File: src/rtl/wb_stage.sv
// rtl/wb_stage.sv - MIPS write-back stage: WB pipeline register, load extraction, result mux, HI/LO.
// Optional LWL/LWR merge for LoadSize 11 is enabled by defining WB_UNALIGNED_LOAD_EN.
module wb_stage #(
   parameter logic [31:0] PC_RESET    = 32'hBFC0_0000,
   parameter logic [31:0] LINK_OFFSET = 32'd8
) (
   input  logic        clk,
   input  logic        rst,
   input  logic        WB_Flush,
   input  logic        WB_Wr,
   input  logic [31:0] MEM_ALUOut,
   input  logic [31:0] MEM_OutB,
   input  logic [31:0] MEM_DMOut,
   input  logic [31:0] MEM_PC,
   input  logic [31:0] MEM_Instr,
   input  logic [1:0]  MEM_LoadSize,
   input  logic        MEM_LoadSign,
   input  logic [1:0]  MEM_WbSel,
   input  logic [4:0]  MEM_Dst,
   input  logic [2:0]  MEM_RegsWrType_final,
   input  logic [31:0] MEM_Hi,
   input  logic [31:0] MEM_Lo,
   output logic        WB_RFWr,
   output logic [4:0]  WB_Dst,
   output logic [31:0] WB_Result,
   output logic [31:0] WB_HI,
   output logic [31:0] WB_LO,
   output logic [31:0] WB_PC,
   output logic [3:0]  debug_wb_rf_wen
);

   typedef struct packed {
      logic [2:0]  rwt;
      logic [4:0]  dst;
      logic [1:0]  wbsel;
      logic [1:0]  lsize;
      logic        lsign;
      logic [31:0] alu;
      logic [31:0] outb;
      logic [31:0] dm;
      logic [31:0] pc;
      logic [31:0] instr;
      logic [31:0] hi;
      logic [31:0] lo;
   } wb_reg_t;

   localparam wb_reg_t BUBBLE = '{pc: PC_RESET, default: '0};

   wb_reg_t     wb_q, wb_d;
   logic [31:0] hi_q, hi_d;
   logic [31:0] lo_q, lo_d;
   logic [31:0] load_data;
   logic [15:0] half_v;
   logic [7:0]  byte_v;
   logic [1:0]  off;
   logic        rf_wr;

   // Flush beats stall: a flushed slot becomes a bubble even when WB_Wr is low.
   always_comb begin
      wb_d = wb_q;
      if (WB_Flush) begin
         wb_d = BUBBLE;
      end else if (WB_Wr) begin
         wb_d.rwt   = MEM_RegsWrType_final;
         wb_d.dst   = MEM_Dst;
         wb_d.wbsel = MEM_WbSel;
         wb_d.lsize = MEM_LoadSize;
         wb_d.lsign = MEM_LoadSign;
         wb_d.alu   = MEM_ALUOut;
         wb_d.outb  = MEM_OutB;
         wb_d.dm    = MEM_DMOut;
         wb_d.pc    = MEM_PC;
         wb_d.instr = MEM_Instr;
         wb_d.hi    = MEM_Hi;
         wb_d.lo    = MEM_Lo;
      end
   end

   // HI/LO commit only on the instruction's final WB cycle, so stalls never double-write.
   always_comb begin
      hi_d = hi_q;
      lo_d = lo_q;
      if (wb_q.rwt[1] && WB_Wr) hi_d = wb_q.hi;
      if (wb_q.rwt[0] && WB_Wr) lo_d = wb_q.lo;
   end

   always_ff @(posedge clk or posedge rst) begin
      if (rst) begin
         wb_q <= BUBBLE;
         hi_q <= '0;
         lo_q <= '0;
      end else begin
         wb_q <= wb_d;
         hi_q <= hi_d;
         lo_q <= lo_d;
      end
   end

   always_comb begin
      off       = wb_q.alu[1:0];
      half_v    = off[1] ? wb_q.dm[31:16] : wb_q.dm[15:0];
      byte_v    = wb_q.dm[{off, 3'b000} +: 8];
      load_data = wb_q.dm;
      case (wb_q.lsize)
         2'b01:   load_data = {{16{wb_q.lsign & half_v[15]}}, half_v};
         2'b10:   load_data = {{24{wb_q.lsign & byte_v[7]}}, byte_v};
`ifdef WB_UNALIGNED_LOAD_EN
         2'b11: begin
            if (!wb_q.lsign) begin
               case (off)
                  2'd0:    load_data = {wb_q.dm[7:0],  wb_q.outb[23:0]};
                  2'd1:    load_data = {wb_q.dm[15:0], wb_q.outb[15:0]};
                  2'd2:    load_data = {wb_q.dm[23:0], wb_q.outb[7:0]};
                  default: load_data = wb_q.dm;
               endcase
            end else begin
               case (off)
                  2'd1:    load_data = {wb_q.outb[31:24], wb_q.dm[31:8]};
                  2'd2:    load_data = {wb_q.outb[31:16], wb_q.dm[31:16]};
                  2'd3:    load_data = {wb_q.outb[31:8],  wb_q.dm[31:24]};
                  default: load_data = wb_q.dm;
               endcase
            end
         end
`else
         2'b11:   load_data = wb_q.dm;
`endif
         default: load_data = wb_q.dm;
      endcase
   end

   always_comb begin
      case (wb_q.wbsel)
         2'b00:   WB_Result = wb_q.alu;
         2'b01:   WB_Result = wb_q.outb;
         2'b10:   WB_Result = load_data;
         default: WB_Result = wb_q.pc + LINK_OFFSET;
      endcase
   end

   assign rf_wr           = wb_q.rwt[2] & (wb_q.dst != 5'd0);
   assign WB_RFWr         = rf_wr;
   assign WB_Dst          = wb_q.dst;
   assign WB_PC           = wb_q.pc;
   assign WB_HI           = hi_q;
   assign WB_LO           = lo_q;
   assign debug_wb_rf_wen = {4{rf_wr & WB_Wr}};

endmodule

File: config.mk
export PLATFORM = sky130hd
export DESIGN_NAME = wb_stage
export DESIGN_NICKNAME = d
export VERILOG_FILES = /design/src/rtl/wb_stage.sv
export SDC_FILE = /design/constraint.sdc
export NUM_CORES = 1
export LEC_CHECK = 0
export CAP_MARGIN = 20
export CELL_PAD_IN_SITES_DETAIL_PLACEMENT = 0
export CELL_PAD_IN_SITES_GLOBAL_PLACEMENT = 1
export CORE_ASPECT_RATIO = 0.6
export CORE_MARGIN = 3
export CORE_UTILIZATION = 37
export DETAILED_ROUTE_END_ITERATION = 10
export PLACE_DENSITY = 0.87
export SETUP_SLACK_MARGIN = 0.3
export SYNTH_ARGS = -nofsm -noshare
export SYNTH_HDL_FRONTEND = slang
export SYNTH_SLANG_ARGS = --single-unit
File: constraint.sdc
create_clock -name clk -period 9.6 [get_ports clk]
set_input_delay 0.96 -clock clk [delete_from_list [all_inputs] [get_ports clk]]
set_output_delay 0.96 -clock clk [all_outputs]
set_load 0.1 [all_outputs]
==> metrics.md <==
| Metric | Value |
|---|---|
| Total negative slack | 0 ns |
| Worst-path cell chain | inv_1 > ha_1 > inv_1 > o21ai_1 > a221oi_1 > a211oi_1 > clkdlybuf4s50_1 |
| GP Congestion | 0.963 |
| Clock Latency Late Sink | 0.54 ns |
| CTS-repair resized insts | 0 |
| Hold Vio Cnt, Final | 0 |
| YS warnings | 0 |
| CTS root buffer | clkbuf_16 |
| Crit path required time | 8.64 ns |
| Area leader, netlist | dfrtp_1 |
| Fill cells | 3015 |
| Critical Path Fanout Max | 23 |
| Crit start category | flip-flop |
| Routed len/inst | 21.0 um |
| Worst EP arrival | 4.38 ns |
| Clock Skew | 0.00520 ns |
| Unique masters post-synth | 53 |
| Post-synth top area share | 0.504 |
| Rel. slew slack | 0.268 |
| Post-synth top flop | dfrtp_1 |
| I/O pin cnt | 379 |
| Post-synthesis average cell area | 11.2 um2 |
| Worst setup EP type | primary output |
| Total CTS buffers | 26 |
| Drt via density | 5.10 |
| WP buf/inv | 3 |
| Core area | 0.0340 mm2 |
| Slowest cell on the critical path | clkdlybuf4s50_1 |
| Pwr Density | 194 mW/mm2 |
| Hold Path Class | reg2reg |
| Commonest cells post-synth | dfrtp_1 (260), mux2i_1 (210), nor2_1 (210) |
| Final setup vio count | 0 |
| # hold bufs at CTS | 0 |
| Clk slew on worst S/H paths | 0.07 ns |
| GRT Overall Usage | 0.208 |
| Overall power | 3.36 mW |
| Worst Tran Pin Value | 1.09 ns |
| Fin. max-slew vios | 0 |
| Leak | 7.85 nW |
| PortBufs | 346 |
| HPWL after DPL | 28600 um |
| Fmax | 0.187 GHz |
| Post-Syn Area | 0.0129 mm2 |
| Final #Nets | 1666 |
| Maximum vdd drop | 0.155 mV |
| First-pass GRT wire length | 59600 um |
| Final wirelength | 40000 um |
| EDFF count, synth | 0 |
| Vias in the first global route | 9869 |
| Area Overhead vs Synth | 33.9% |
| Via count | 9702 |
| Most used cell along the critical path | inv_1 |
| Largest net degree at the start of global routing | 152 |
| Die area | 0.0373 mm2 |
| TritonRoute pass-1 iters | 5 |
| DRT iter0 DRCs | 631 |
| Antenna violations before repair | 1 |
| Antenna-violating nets left | 0 |
| Setup bufs post-CTS | 0 |
| # DRC | 0 |
| Clock Path Buffers | 3 |
| Mapped Nets | 1399 |
| GR Overflow Total | 0 |
| Minimum clock period | 5.34 ns |
| Final Cycle Share | 0.556 |
| Die width | 247 um |
| RSZ-0062 raised after global routing | false |
| Status | complete, no violations |
| WS Path Type | reg2out |
| # rows | 52 |
| Max Cap Viol | 0 |
| Initial Util | 0.380 |
| Die Ht | 151 um |
| H-tree lvl count | 1 |
| Post-Synthesis Cells | 1155 |
| TritonCTS clock tree | done |
| FFs w/ async S/R, synth | 1.00 |
| Largest cells by area after synthesis | dfrtp_1 (50%), mux2i_1 (16%), mux2_2 (6.6%) |
| Family with the most delay on the worst path | buffers and inverters |
| Crit path largest cell delay | 1.22 ns |
| Post-synthesis sequential area ratio | 0.522 |
| Fraction of layout cells with a size suffix above 1 | 0.113 |
| Sink Count | 269 |
| Top-count cell post-synth | dfrtp_1 |
| #FFs+latches synth | 269 |
==> report_power, final <==
part           internal [mW]  switching (mW)  leakage (nW)
logic                  0.299           0.704          3.88
registers               1.23          0.0703          3.55
clock network          0.597           0.464         0.422
==> placed cells by master, fill, tap and decap left out, types with 4 or more instances in the layout <==
cell type / n
and4_1: 4
xnor2_1: 15
nand2_1: 61
mux2i_1: 210
a211o_1: 9
nor2b_1: 14
nand4_1: 8
a32oi_1: 9
and2_1: 6
nor2_1: 210
xor2_1: 11
clkinv_2: 4
or2_2: 7
nand3_1: 8
o22ai_1: 6
buf_4: 8
nor3_1: 4
dfstp_2: 9
o21ai_0: 22
dfrtp_1: 259
clkbuf_16: 27
inv_1: 7
nor4_2: 4
a21oi_1: 17
clkdlybuf4s50_1: 344
o221ai_1: 11
mux2_2: 76
nand2b_1: 5
clkbuf_1: 6
a221oi_1: 5
==> routing by layer <==
layer | up-vias | global-route usage | share of wire
met5 | - | 0 | 0.00050
met4 | 2 | 0.0399 | 0.019
met3 | 45 | 0.0755 | 0.095
met2 | 329 | 0.309 | 0.44
met1 | 4831 | 0.294 | 0.45
li1 | 4495 | - | -
==> path summary, 6_finish.rpt <==
check	startpoint	endpoint	slack (ns)	cells after the start
worst max-delay path	wb_q[225]	WB_Result[3]	4.26	7
worst min-delay path	wb_q[45]	WB_HI[13]	0.50	1
worst max register to register	wb_q[235]	WB_HI[11]	8.16	3
worst min register to register	wb_q[45]	WB_HI[13]	0.50	1
max in group asynchronous	rst	wb_q[227]	7.13	3
min in group asynchronous	rst	wb_q[42]	0.96	2
==> kinds of logic after synthesis <==
logic type      share of synthesized area
xor+xnor                           0.0176
flops                               0.522
mux                                 0.229
simple gates                        0.118
compound gates                     0.0602
fa+ha+maj                         0.00291
buf+inv                            0.0507
==> state kept, by name, summed over array words and instances (netlist names) <==
name / flops
WB_Dst: 5
wb_q: 166
WB_HI: 32
off: 2
WB_LO: 32
WB_PC: 32
==> per-stage QoR <==
step / util / hold WS, ns / setup slack [ns] / instances / cell area [um2]
after CTS: 0.508 / 0.500 / 4.28 / 1901 / 17300
final: 0.508 / 0.504 / 4.26 / 1902 / 17300
after floorplan: - / 0.478 / 1.24 / 1155 / 12900
after global routing: 0.508 / 0.519 / 3.96 / 1901 / 17300
after detailed placement: 0.483 / 0.488 / 4.92 / 1853 / 16400
after global placement: 0.483 / 0.483 / 4.91 / 1853 / 16400
==> cell type report <==
type | instances | area (um2) | share of cell area
Timing Repair Buffer | 355 | 3550 | 0.205
Sequential cell | 269 | 6740 | 0.390
Clock inverter | 12 | 130 | 0.00752
Multi-Input combinational cell | 762 | 5520 | 0.319
Inverter | 8 | 37.5 | 0.00217
Antenna cell | 1 | 2.50 | 0.000145
Clock buffer | 36 | 739 | 0.0428
Tap cell | 459 | 574 | 0.0332
==> worst reg2reg max path, cell delays in order (launching register included) <==
cell	delay [ns]
dfrtp_1	0.38
nand2_1	0.07
buf_4	0.45
mux2_2	0.42
(Power assumes the default switching activity.)
